===== src/rtl/softmc_instr_arbiter_pkg.sv =====
// Shared types and helpers for the SoftMC instruction arbiter.
// Holds the FSM state encoding and width helpers.
package softmc_arb_pkg;

  localparam int INSTR_W_DEF = 32;
  localparam int MAX_REQ     = 8;

  typedef enum logic {
    ARB_IDLE,
    ARB_GRANT
  } arb_state_e;

  function automatic int clog2(input int v);
    int r;
    r = 0;
    for (int i = 0; i < 31; i++) begin
      if ((1 << i) < v) r = i + 1;
    end
    return r;
  endfunction

  // Index width for n requesters, never below one bit.
  function automatic int id_width(input int n);
    return (clog2(n) < 1) ? 1 : clog2(n);
  endfunction

endpackage


===== src/rtl/softmc_instr_arbiter_if.sv =====
// Requester-side and MC-side instruction handshakes of the arbiter.
// The slave view belongs to the arbiter, master to its environment.
interface softmc_instr_arbiter_if
  import softmc_arb_pkg::*;
#(
  parameter int NUM_REQ     = 2,
  parameter int INSTR_WIDTH = INSTR_W_DEF
);

  logic [NUM_REQ-1:0]             req_en;
  logic [NUM_REQ-1:0]             req_last;
  logic [NUM_REQ*INSTR_WIDTH-1:0] req_instr;
  logic [NUM_REQ-1:0]             req_ack;
  logic                           app_en;
  logic                           app_ack;
  logic [INSTR_WIDTH-1:0]         app_instr;

  modport slave (
    input  req_en,
    input  req_last,
    input  req_instr,
    input  app_ack,
    output req_ack,
    output app_en,
    output app_instr
  );

  modport master (
    output req_en,
    output req_last,
    output req_instr,
    output app_ack,
    input  req_ack,
    input  app_en,
    input  app_instr
  );

endinterface


===== src/rtl/softmc_rr_pick.sv =====
// Combinational round-robin picker: first set request after rr_ptr.
// Rotates a doubled request vector, then finds the lowest set bit.
module softmc_rr_pick
  import softmc_arb_pkg::*;
#(
  parameter  int NUM_REQ = 2,
  localparam int IW      = id_width(NUM_REQ)
) (
  input  logic [NUM_REQ-1:0] req,
  input  logic [IW-1:0]      rr_ptr,
  output logic [IW-1:0]      winner,
  output logic               found
);

  logic [NUM_REQ-1:0] rot;

  always_comb begin
    rot    = NUM_REQ'({req, req} >> (int'(rr_ptr) + 1));
    found  = 1'b0;
    winner = '0;
    // Scan downward so the lowest set offset wins.
    for (int k = NUM_REQ - 1; k >= 0; k--) begin
      if (rot[k]) begin
        found  = 1'b1;
        winner = IW'((int'(rr_ptr) + 1 + k) % NUM_REQ);
      end
    end
  end

endmodule


===== src/rtl/softmc_instr_arbiter.sv =====
// Round-robin sharing of the MC instruction port between sources.
// Grants are held for a whole group, up to the last-flagged instruction.
module softmc_instr_arbiter
  import softmc_arb_pkg::*;
#(
  parameter int NUM_REQ     = 2,
  parameter int INSTR_WIDTH = INSTR_W_DEF,
  parameter int TIMEOUT     = 1024
) (
  input  logic                          clk,
  input  logic                          rst,
  softmc_instr_arbiter_if.slave         bus,
  output logic [id_width(NUM_REQ)-1:0]  grant_id,
  output logic                          busy,
  output logic                          timeout_err
);

  localparam int IW = id_width(NUM_REQ);

  arb_state_e state_q, state_d;
  logic [IW-1:0] gid_q, gid_d;
  logic [IW-1:0] ptr_q, ptr_d;
  logic [31:0]   stall_q, stall_d;
  logic          terr_q, terr_d;

  logic [IW-1:0] win;
  logic          found;

  logic                   own_en;
  logic                   own_last;
  logic [INSTR_WIDTH-1:0] own_instr;
  logic                   xfer;

  logic [NUM_REQ-1:0]     ack;
  logic                   app_en;
  logic [INSTR_WIDTH-1:0] app_instr;

  softmc_rr_pick #(
    .NUM_REQ (NUM_REQ)
  ) u_pick (
    .req    (bus.req_en),
    .rr_ptr (ptr_q),
    .winner (win),
    .found  (found)
  );

  always_comb begin
    own_en    = bus.req_en[gid_q];
    own_last  = bus.req_last[gid_q];
    own_instr = bus.req_instr[gid_q*INSTR_WIDTH +: INSTR_WIDTH];
  end

  always_comb begin
    state_d   = state_q;
    gid_d     = gid_q;
    ptr_d     = ptr_q;
    stall_d   = stall_q;
    terr_d    = terr_q;
    ack       = '0;
    app_en    = 1'b0;
    app_instr = '0;
    xfer      = 1'b0;
    unique case (state_q)
      ARB_IDLE: begin
        if (found) begin
          state_d = ARB_GRANT;
          gid_d   = win;
          stall_d = '0;
        end
      end
      ARB_GRANT: begin
        app_en     = own_en;
        app_instr  = own_instr;
        ack[gid_q] = bus.app_ack & own_en;
        xfer       = own_en & bus.app_ack;
        // Only owner silence counts; MC backpressure never does.
        stall_d    = own_en ? '0 : stall_q + 32'd1;
        if (xfer && own_last) begin
          state_d = ARB_IDLE;
          ptr_d   = gid_q;
        end else if (TIMEOUT != 0 && !own_en &&
                     stall_q == 32'(TIMEOUT - 1)) begin
          state_d = ARB_IDLE;
          ptr_d   = gid_q;
          terr_d  = 1'b1;
        end
      end
      default: state_d = ARB_IDLE;
    endcase
  end

  always_ff @(posedge clk) begin
    if (rst) begin
      state_q <= ARB_IDLE;
      gid_q   <= '0;
      ptr_q   <= IW'(NUM_REQ - 1);
      stall_q <= '0;
      terr_q  <= 1'b0;
    end else begin
      state_q <= state_d;
      gid_q   <= gid_d;
      ptr_q   <= ptr_d;
      stall_q <= stall_d;
      terr_q  <= terr_d;
    end
  end

  assign bus.req_ack   = ack;
  assign bus.app_en    = app_en;
  assign bus.app_instr = app_instr;
  assign grant_id      = gid_q;
  assign busy          = (state_q == ARB_GRANT);
  assign timeout_err   = terr_q;

endmodule

===== src/flat_wrapper.sv =====
// flat-port wrapper written by rule: the top's interface ports become plain ports
module softmc_instr_arbiter_flat import softmc_arb_pkg::*;
#(
  parameter int NUM_REQ     = 2,
  parameter int INSTR_WIDTH = INSTR_W_DEF,
  parameter int TIMEOUT     = 1024
)
  (clk, rst, grant_id, busy, timeout_err, bus_req_en, bus_req_last, bus_req_instr, bus_app_ack, bus_req_ack, bus_app_en, bus_app_instr);
  softmc_instr_arbiter_if #(.NUM_REQ(NUM_REQ), .INSTR_WIDTH(INSTR_WIDTH)) bus_i ();
  input  logic clk;
  input  logic rst;
  output logic [id_width(NUM_REQ)-1:0] grant_id;
  output logic busy;
  output logic timeout_err;
  input wire logic [$bits(bus_i.req_en)-1:0] bus_req_en;
  input wire logic [$bits(bus_i.req_last)-1:0] bus_req_last;
  input wire logic [$bits(bus_i.req_instr)-1:0] bus_req_instr;
  input wire logic [$bits(bus_i.app_ack)-1:0] bus_app_ack;
  output wire logic [$bits(bus_i.req_ack)-1:0] bus_req_ack;
  output wire logic [$bits(bus_i.app_en)-1:0] bus_app_en;
  output wire logic [$bits(bus_i.app_instr)-1:0] bus_app_instr;
  assign bus_i.req_en = bus_req_en;
  assign bus_i.req_last = bus_req_last;
  assign bus_i.req_instr = bus_req_instr;
  assign bus_i.app_ack = bus_app_ack;
  assign bus_req_ack = bus_i.req_ack;
  assign bus_app_en = bus_i.app_en;
  assign bus_app_instr = bus_i.app_instr;
  softmc_instr_arbiter #(.NUM_REQ(NUM_REQ), .INSTR_WIDTH(INSTR_WIDTH), .TIMEOUT(TIMEOUT)) u_core (.clk(clk), .rst(rst), .bus(bus_i), .grant_id(grant_id), .busy(busy), .timeout_err(timeout_err));
endmodule

===== config.mk =====
export PLATFORM = sky130hd
export DESIGN_NAME = softmc_instr_arbiter_flat
export DESIGN_NICKNAME = d
export VERILOG_FILES = /design/src/rtl/softmc_instr_arbiter_pkg.sv /design/src/rtl/softmc_instr_arbiter_if.sv /design/src/rtl/softmc_rr_pick.sv /design/src/rtl/softmc_instr_arbiter.sv /design/src/flat_wrapper.sv
export SDC_FILE = /design/constraint.sdc
export NUM_CORES = 1
export LEC_CHECK = 0
export BUFFER_PORTS_ARGS = -buffer_cell sky130_fd_sc_hd__buf_2
export CORE_MARGIN = 3
export CORE_UTILIZATION = 52
export DETAILED_ROUTE_END_ITERATION = 7
export PLACE_DENSITY_LB_ADDON = 0.12
export REMOVE_ABC_BUFFERS = 1
export SLEW_MARGIN = 30
export SYNTH_ARGS = -nofsm -noshare
export SYNTH_HDL_FRONTEND = slang
export SYNTH_HIERARCHICAL = 1
export SYNTH_SLANG_ARGS = --single-unit

===== constraint.sdc =====
create_clock -name clk -period 5.29 [get_ports clk]
set_input_delay 1.058 -clock clk [delete_from_list [all_inputs] [get_ports clk]]
set_output_delay 1.058 -clock clk [all_outputs]
set_load 0.03 [all_outputs]

==> metrics.yaml <==
cells_and_area:
  antenna_cells: 0
  syn_to_final_growth_pct: 26.6
  fin_nets: 483
  post-route-util_pct: 71.2
  drive_gt1_share_pct: 32.5
placed_design:
  numPortBuffers: 108
  place_ws_ps: 2260
  hpwl_mm: 5.45
  place_congestion: 0.808
routing:
  wl_per_cell_um: 15.6
  drc: 0
  vias_per_cell: 5.81
  initialDrtViolationCount: 272
  via_count: 2770
  drt_wl_total_mm: 7.43
  drtAntennaViolNets: 0
  firstDrtPassIters: 4
logic_synthesis:
  syn_inst: 314
  yosys-top-cells-count: "36 x dfxtp_1, 34 x mux2i_1, 34 x nor2b_1"
  netlist_area_mm2: 0.00257
  yosys_warnings: 6
  async_flop_share_pct: 0
  synth_most_common_cell: "dfxtp_1"
  synth.distinct_cells: 49
  synth_ff_type: "dfxtp_1"
  ys_seq_area_share_pct: 28.1
  synth-seq-cells: 36
  yosysTopAreaCellShare_pct: 28.1
  synthTopCellsByArea: "dfxtp_1 28%, mux2i_1 13%, nor2b_1 8.3%"
  yosysTopAreaCell: "dfxtp_1"
  synth-edff-count: 0
  avgSynthCellArea_um2: 8.17
sta:
  finalHoldViolations: 0
  clock_skew_ps: 8.82
  post-route-period-util_pct: 52.7
  tns_ps: 0
  fin_ws_ps: 2500
  max_freq_mhz: 359
  rsz0062_at_grt: "no"
  tightestPinTransition_ps: 871
  slew_headroom_pct: 41.7
  fin_crit_ps: 2790
  finalMaxSlewViolations: 0
  setup_viol: 0
power:
  ir_drop_mv: 0.144
  power_density_mw_per_mm2: 213
  power.total_uw: 693
  p_leak_uw: 0.00135
worst_setup_path:
  crit_fanout: 5
  cp.depth: 4
  worst_path_most_repeated_cell: "buf_2"
  reg2reg_depth: 5
  endpoint_kind: "output pin"
  crit_chain: "buf_2 > mux2i_1 > nor2b_1 > buf_2"
  start_kind: "primary input"
  critPathKind: "primary input to output pin"
  cp.arrival_ps: 1730
  critPathBufInv: 2
  cpPeakStageDelay_ps: 280
  path_delay_family: "buffers and inverters"
  cp_slowest_cell: "mux2i_1"
  worstPathRequired_ps: 4230
clocking:
  numClockSinks: 36
  h-tree-depth: 2
  clockBufferDepth: 2
  cts-root-buf: "clkbuf_8"
  path_clk_slew_ps: 60
  cts_buffers: 5
  cts_hold_buf: 0
  clock_latency_ps: 290
  cts_setup_buffers: 0
  cts_tree: "built"
  postCtsResizedCells: 0
floorplan:
  dieArea_mm2: 0.00581
  fp-row-count: 24
  die_y_um: 76.3
  coreArea_mm2: 0.00456
  die_w_um: 76.3
  io_pins: 109
  start_util_pct: 56.2
min_path:
  hp-class: "register to register"
  hold_path_depth: 1
grt:
  antenna_found_initial: 0
  grt_pass1_vias: 2543
  track_usage_pct: 25.2
  grt.overflow.total: 0
  grt_max_degree: 42
  grt_first_pass_wirelength_mm: 12.2
flow_run:
  drv_cap: 0
status:
  status: "complete, no violations"
## sequential cells by signal, summed over array words and instances, names as in the netlist
register / cells
u_core/stall_q: 32
u_core/grant_id: 1
u_core/ptr_q: 1
u_core/busy: 1
u_core/timeout_err: 1
## kinds of logic (layout without fill, tap and decap cells)
family          Yosys count  in the layout  synth area share [%]
compound gates           71             71                  17.7
xor+xnor                  4              4                  1.37
fa+ha+maj                 1              1                 0.487
mux                      34             34                  13.3
simple gates            145            145                  35.4
flops                    36             36                  28.1
buf+inv                  23            121                  3.61
## area by class of cell
class	instances	area [µm²]
multi-input cells	255	1760
clock buffers	7	96.3
repair buffers	108	541
fillers	383	1320
clock inverters	1	30.0
well taps	65	81.3
flip-flops and latches	36	726
inverters	5	18.8
## layer usage
metal	up-vias	part of all wire (%)	track usage [%]	routed length, µm
met2	106	48	39.8	3590
met5	-	0	0	0
met4	0	1.7	8.51	124
li1	1359	-	-	-
met1	1292	43	34.5	3220
met3	13	6.7	4.37	496
## per-stage QoR
stage / std cells / hold slack [ps] / area, µm²
6_report: 477 / 474 / 3250
5_1_grt: 477 / 507 / 3250
4_1_cts: 477 / 476 / 3240
3_5_place_dp: 469 / 455 / 3120
3_3_place_gp: 469 / 447 / 3120
2_1_floorplan: 296 / 430 / 2490
## worst paths after layout
| path | start | endpoint | slack [ps] |
|---|---|---|---|
| worst max register to register | u_core/grant_id | u_core/stall_q[23] | 2550 |
| worst min-delay path | u_core/ptr_q | u_core/ptr_q | 470 |
| worst max-delay path | bus_req_en[1] | bus_app_en | 2500 |
| worst min register to register | u_core/ptr_q | u_core/ptr_q | 470 |
## layout by cell type, fill, tap and decap left out, types with 7 or more instances in the layout
master,instances
clkbuf_8,7
mux2i_1,34
nor2_1,26
nor4_1,8
nor2b_1,34
nand4_1,12
nand2_1,21
buf_2,108
nand3_1,12
a21oi_1,13
o21ai_0,24
o31ai_1,8
dfxtp_1,34
## where the power goes
part	switching [µW]	total [µW]	internal, µW
sequential	12.2	285	273
combinational	83.8	141	57.6
clock	101	267	166
total	197	693	497
(Power assumes the default switching activity.)
